$ cat src/rtl/full_adder.sv
// Ripple-carry full adder. Each bit is a 1-bit full-adder cell. The carry
// ripples LSB->MSB starting from c. An optional output register holds the
// result together with a valid flag.
module full_adder #(
  parameter int WIDTH   = 1,
  parameter bit REG_OUT = 1'b1
) (
  input  logic             clk,
  input  logic             rst_n,
  input  logic             in_valid,
  input  logic [WIDTH-1:0] a,
  input  logic [WIDTH-1:0] b,
  input  logic             c,
  output logic [WIDTH-1:0] s,
  output logic             co,
  output logic             out_valid
);

  logic [WIDTH:0]   k;
  logic [WIDTH-1:0] sum_c;

  // Chain of 1-bit cells; k[i] is the carry into cell i, k[WIDTH] the carry-out.
  always_comb begin
    k     = '0;
    sum_c = '0;
    k[0]  = c;
    for (int i = 0; i < WIDTH; i++) begin
      sum_c[i] = a[i] ^ b[i] ^ k[i];
      k[i+1]   = (a[i] & b[i]) | (a[i] & k[i]) | (b[i] & k[i]);
    end
  end

  if (REG_OUT) begin : g_reg
    logic [WIDTH-1:0] s_d, s_q;
    logic             co_d, co_q;
    logic             vld_d, vld_q;

    // Capture a new result on valid input; otherwise hold the sum and drop valid.
    always_comb begin
      s_d   = s_q;
      co_d  = co_q;
      vld_d = in_valid;
      if (in_valid) begin
        s_d  = sum_c;
        co_d = k[WIDTH];
      end
    end

    // Output register; reset clears any in-flight result immediately.
    always_ff @(posedge clk or negedge rst_n) begin
      if (!rst_n) begin
        s_q   <= '0;
        co_q  <= 1'b0;
        vld_q <= 1'b0;
      end else begin
        s_q   <= s_d;
        co_q  <= co_d;
        vld_q <= vld_d;
      end
    end

    assign s         = s_q;
    assign co        = co_q;
    assign out_valid = vld_q;
  end else begin : g_comb
    // Pure gate-level path: clk is unused; the valid flag is gated by reset.
    assign s         = sum_c;
    assign co        = k[WIDTH];
    assign out_valid = in_valid & rst_n;
  end

endmodule

$ cat config.mk
export PLATFORM = sky130hd
export DESIGN_NAME = full_adder
export DESIGN_NICKNAME = d
export VERILOG_FILES = /design/src/rtl/full_adder.sv
export SDC_FILE = /design/constraint.sdc
export NUM_CORES = 1
export LEC_CHECK = 0
export CELL_PAD_IN_SITES_DETAIL_PLACEMENT = 1
export CELL_PAD_IN_SITES_GLOBAL_PLACEMENT = 2
export CORE_AREA = 2 2 39 41
export DETAILED_ROUTE_END_ITERATION = 7
export DIE_AREA = 0 0 41 43
export GPL_ROUTABILITY_DRIVEN = 0
export GPL_TIMING_DRIVEN = 1
export PLACE_DENSITY_LB_ADDON = 0.3
export SLEW_MARGIN = 10
export SYNTH_ARGS = -nofsm -noshare
export SYNTH_HDL_FRONTEND = slang
export SYNTH_SLANG_ARGS = --single-unit
$ cat constraint.sdc
create_clock -name clk -period 0.9 [get_ports clk]
set_input_delay 0.18 -clock clk [delete_from_list [all_inputs] [get_ports clk]]
set_output_delay 0.18 -clock clk [all_outputs]
set_load 0.01 [all_outputs]
==> flow_summary_export.csv, run 1 <==
group,metric,value,unit
power_and_ir_drop,leakagePower,0.115,nW
global_routing,antenna_found_initial,0,
sta,setup_tns,-29.5,ps
layout,final_cells,36,
yosys,yosysWarnings,0,
routing,drc_errors,0,
global_routing,grt_overflow_total,0,
global_routing,grt_use_met2,0.0688,
layout,area_delta_synth_final,102,%
layout,fin_area,238,um2
placement,pre_cts_ws,-605,ps
yosys,ys_ff_latch,3,
cts,ctsHtreeMaxLevel,1,
layout,final_common_cell,"buf_2",
yosys,synth_fp_nets,13,
power_and_ir_drop,power.density,2070,nW/um2
global_routing,use_met3,0.0471,
worst_setup_path,rr_endpoint,"s",
run,drv_cap,0,
global_routing,grt_usage,0.0576,
worst_setup_path,critPathTopFamily,"flip-flops",
worst_setup_path,slowest_stage,"dfrtp_1",
sta,setup_viol,2,
cts,numClockSinks,3,
worst_setup_path,crit_chain,"buf_2",
sta,whs,133,ps
hold_path,hold_class,"input port to asynchronous set/reset pin",
die,die-area,1760,um2
power_and_ir_drop,ir_drop,0.000252,V
worst_setup_path,path_max_fanout,2,
cts,tritoncts,"done",
yosys,synth_area,118,um2
worst_setup_path,rrSetupSlack,20,ps
sta,fin_ws,-17.9,ps
routing,wirelength,323,um
worst_setup_path,reg2regPathDepth,2,
sta,fmax,1090,MHz
global_routing,grt_pass1_vias,149,
cts,cts.path.max_buffers,2,
cts,clock-root-buffer,"clkbuf_4",
routing,avgRoutedWirePerCell,8.97,um
cts,cts_buffers,3,
layout,fillers,158,
yosys,synth.distinct_cells,3,
placement,dp_cells,31,
worst_setup_path,cp-end-kind,"output pin",
worst_setup_path,reg2reg_from,"s",
yosys,synthCells,6,
placement,io_buffers,8,
cts,clkTransAtPathRegs,40,ps
die,ios,9,
worst_setup_path,cp_slowest_stage_delay,370,ps
die,fp.coreArea,1380,um2
cts,cts_hold_buf,0,
die,fp.dieH,43,um
sta,drv_slew,0,
sta,relSlewSlack,0.889,
routing,ant_nets,0,
worst_setup_path,crit_path_start_kind,"flip-flop",
yosys,synth.avg_cell_area,19.6,um2
worst_setup_path,path_class,"flip-flop to output pin",
global_routing,grt_first_pass_wirelength,552,um
power_and_ir_drop,power,0.491,mW
die,initial_utilization,0.0850,
placement,place_area,231,um2
routing,dr.first_iter.drc_count,1,
layout,layout-drive-gt1-share,0.700,
layout,finish.utilization,0.172,
routing,first_pass_iters,2,
worst_setup_path,crit_required,720,ps
cts,clk_latency,230,ps
worst_setup_path,cp.arrival,740,ps
layout,final_cell_mix,"buf_2 (6), clkbuf_4 (3), dfrtp_1 (3), mux2_4 (2), buf_4 (2)",
routing,via_per_inst,2.92,
routing,via_count,105,
run_status,violations,"setup timing",
global_routing,grt_use_met1,0.0461,
sta,fin_crit,918,ps
sta,rsz0062_at_grt,"yes",
layout,diodes,0,
sta,worst_pin_slew,166,ps
sta,finalClockSkew,0,ps
global_routing,top_usage_layer,"met4",
global_routing,grt_max_degree,4,
layout,layout.nets,28,
worst_setup_path,timing.critical_path.buf_inv,1,
sta,hold_viol,0,
die,num_rows,14,
sta,period_share,1.02,
die,chipWidth,41,um
run_status,status,"finished, violations left",
yosys,ys_seq_area_frac,0.638,
[metal layers]
layer | part of all wire | wire (um)
met5 | 0 | 0
met4 | 0 | 0
met3 | 0.15 | 47
met2 | 0.47 | 153
met1 | 0.37 | 121
[sequential cells by signal, summed over array words and instances, names as in the netlist]
register / flops
out_valid: 1
co: 1
s: 1
[cell usage after synthesis, drive strengths merged]
master / instances / share of area
fa: 1 / 0.17
mux2: 2 / 0.19
dfrtp: 3 / 0.64
[worst max path at each step]
stage,startpoint,end,slack (ps),cells past startpoint
2_1_floorplan,a,s,-90,2
3_3_place_gp,b,s,-590,3
3_5_place_dp,b,s,-600,3
4_1_cts,co,co,-40,1
5_1_grt,co,co,-60,1
6_report,co,co,-20,1
[kinds of logic (layout without fill, tap and decap cells)]
group	count (synthesis)	count (layout)	synth area share
adder cells (fa/ha/maj)	1	1	0.170
flip-flops	3	3	0.638
multiplexers	2	2	0.191
buffers and inverters	0	14	0
[timing repair]
item                                    in CTS  in global routing
buffers inserted                             1                  0
endpoints found under the setup margin       5                  4
pin swaps                                    1                  0
gates resized for setup                     26                  0
[final cells by class]
type / count / area, um2 / share of cell area
Tap cell: 16 / 20.0 / 0.0842
Clock buffer: 4 / 26.3 / 0.111
Multi-Input combinational cell: 3 / 52.6 / 0.221
Sequential cell: 3 / 75.1 / 0.316
Timing Repair Buffer: 10 / 63.8 / 0.268
[power breakdown]
part | switching (mW) | leakage [nW] | internal, mW | total [mW]
registers | 0.00776 | 0.0350 | 0.153 | 0.160
logic | 0.0372 | 0.0654 | 0.0634 | 0.101
clock network | 0.0645 | 0.0150 | 0.166 | 0.230
(Power assumes the default switching activity.)
==> run 2: changes to the inputs <==
==> constraint.sdc (replaced) <==
create_clock -name clk -period 1.06 [get_ports clk]
set_input_delay 0.212 -clock clk [delete_from_list [all_inputs] [get_ports clk]]
set_output_delay 0.212 -clock clk [all_outputs]
set_load 0.01 [all_outputs]
==> flow_summary_export.csv, run 2 (same netlist as run 1, synthesis figures left out) <==
group,metric,value,unit
run,drv_cap,0,
sta,drv_slew,0,
cts,clock-root-buffer,"clkbuf_4",
routing,via_count,103,
die,fp.coreArea,1380,um2
layout,final_cells,34,
sta,whs,165,ps
worst_setup_path,rr_endpoint,"s",
cts,post_cts_buffers,0,
placement,dp_cells,30,
global_routing,grt_max_degree,4,
layout,diodes,0,
sta,period_share,0.982,
routing,first_pass_iters,2,
cts,cts_buffers,3,
sta,hold_viol,0,
global_routing,grt_pass1_vias,114,
cts,cts_hold_buf,0,
routing,dr.first_iter.drc_count,1,
routing,ant_nets,0,
die,chipWidth,41,um
power_and_ir_drop,p_switching,0.0956,mW
layout,layout-drive-gt1-share,0.389,
sta,setup_viol,0,
placement,io_buffers,8,
cts,tritoncts,"done",
power_and_ir_drop,p_sw_frac,0.235,
die,initial_utilization,0.0850,
sta,fin_crit,1040,ps
die,num_rows,14,
routing,avgRoutedWirePerCell,9.82,um
placement,pre_cts_ws,-471,ps
sta,finalClockSkew,0,ps
global_routing,grt_first_pass_wirelength,448,um
worst_setup_path,crit_required,1170,ps
worst_setup_path,critPathTopFamily,"adder cells",
worst_setup_path,rrSetupSlack,300,ps
sta,relSlewSlack,0.901,
routing,via_per_inst,3.03,
worst_setup_path,path_max_fanout,1,
layout,finish.utilization,0.171,
layout,final_cell_mix,"clkbuf_4 (3), dfrtp_1 (3), clkdlybuf4s15_1 (3), clkdlybuf4s50_1 (2)",
worst_setup_path,cp_slowest_stage_delay,440,ps
worst_setup_path,crit_path_start_kind,"input port",
worst_setup_path,timing.critical_path.buf_inv,1,
hold_path,hold_class,"input port to asynchronous set/reset pin",
worst_setup_path,crit_chain,"dlygate4sd2_1, fa_1, mux2_4",
cts,clkTransAtPathRegs,40,ps
routing,drc_errors,0,
run_status,status,"completed",
die,die-area,1760,um2
sta,fmax,961,MHz
power_and_ir_drop,ir_drop,0.000518,V
global_routing,antenna_found_initial,0,
die,ios,9,
worst_setup_path,slowest_stage,"fa_1",
worst_setup_path,path_class,"input port to flip-flop",
worst_setup_path,cp.arrival,1150,ps
power_and_ir_drop,power.density,1720,nW/um2
power_and_ir_drop,leakagePower,0.104,nW
routing,wirelength,334,um
cts,ctsHtreeMaxLevel,1,
global_routing,grt_overflow_total,0,
power_and_ir_drop,p_seq_frac,0.336,
cts,cts.path.max_buffers,2,
layout,layout.nets,26,
cts,clk_latency,230,ps
sta,rsz0062_at_grt,"no",
worst_setup_path,reg2regPathDepth,1,
cts,numClockSinks,3,
worst_setup_path,cp-end-kind,"flip-flop",
layout,fillers,157,
worst_setup_path,reg2reg_from,"s",
global_routing,grt_usage,0.0483,
sta,fin_ws,19.3,ps
power_and_ir_drop,intPower,0.312,mW
power_and_ir_drop,p_clk_frac,0.498,
sta,worst_pin_slew,147,ps
die,fp.dieH,43,um
layout,area_delta_synth_final,101,%
power_and_ir_drop,pwr-share-comb,0.166,
[run 2: repair_timing]
item	CTS	global route
setup endpoints to repair	5	1
pin swaps	1	0
endpoints found under the hold margin	0	0
resized for setup	14	1
gates cloned	0	0
[run 2: area by class of cell]
type                    instances  area [um2]  area share
flip-flops and latches          3        75.1       0.317
repair buffers                  8        68.8       0.291
multi-input cells               3        46.3       0.196
clock buffers                   4        26.3       0.111
well taps                      16        20.0      0.0847
[run 2: metal layers]
layer | vias to the layer above | track usage | share of wire
met3 | 0 | 0.0942 | 0.28
met4 | 0 | 0 | 0
met1 | 46 | 0.0421 | 0.37
met5 | - | 0 | 0
met2 | 12 | 0.0531 | 0.35
li1 | 45 | - | -
[run 2: stage by stage]
step	area, um2	total power [mW]	TNS [ps]
5_1_grt	236	0.444	0
2_1_floorplan	118	0.160	0
3_3_place_gp	218	0.218	-903
3_5_place_dp	218	0.217	-890
6_report	236	0.407	0
4_1_cts	241	0.426	0
[run 2: worst max path at each step]
stage           endpoint      start  depth (start not counted)  slack [ps]
2_1_floorplan          s          a                          2          20
3_3_place_gp           s          a                          3        -470
3_5_place_dp           s          a                          3        -470
4_1_cts                s          s                          1           3
5_1_grt        out_valid  out_valid                          1          10
6_report               s          a                          3          20
[run 2: power by group through the flow]
stage / clock (mW) / sequential [mW] / combinational [mW]
after floorplan: 0 / 0.145 / 0.0150
after global placement: 0 / 0.139 / 0.0791
after detailed placement: 0 / 0.137 / 0.0792
after CTS: 0.216 / 0.137 / 0.0730
after global routing: 0.233 / 0.138 / 0.0726
final: 0.203 / 0.137 / 0.0676
==> run 3: changes to the inputs <==
--- a/config.mk
+++ b/config.mk
@@ -13,7 +13,6 @@
 export GPL_ROUTABILITY_DRIVEN = 0
 export GPL_TIMING_DRIVEN = 1
 export PLACE_DENSITY_LB_ADDON = 0.3
-export SLEW_MARGIN = 10
 export SYNTH_ARGS = -nofsm -noshare
 export SYNTH_HDL_FRONTEND = slang
 export SYNTH_SLANG_ARGS = --single-unit
==> results of run 3 <==
Same layout as run 2: the final DEF is identical, and so are final timing and power.
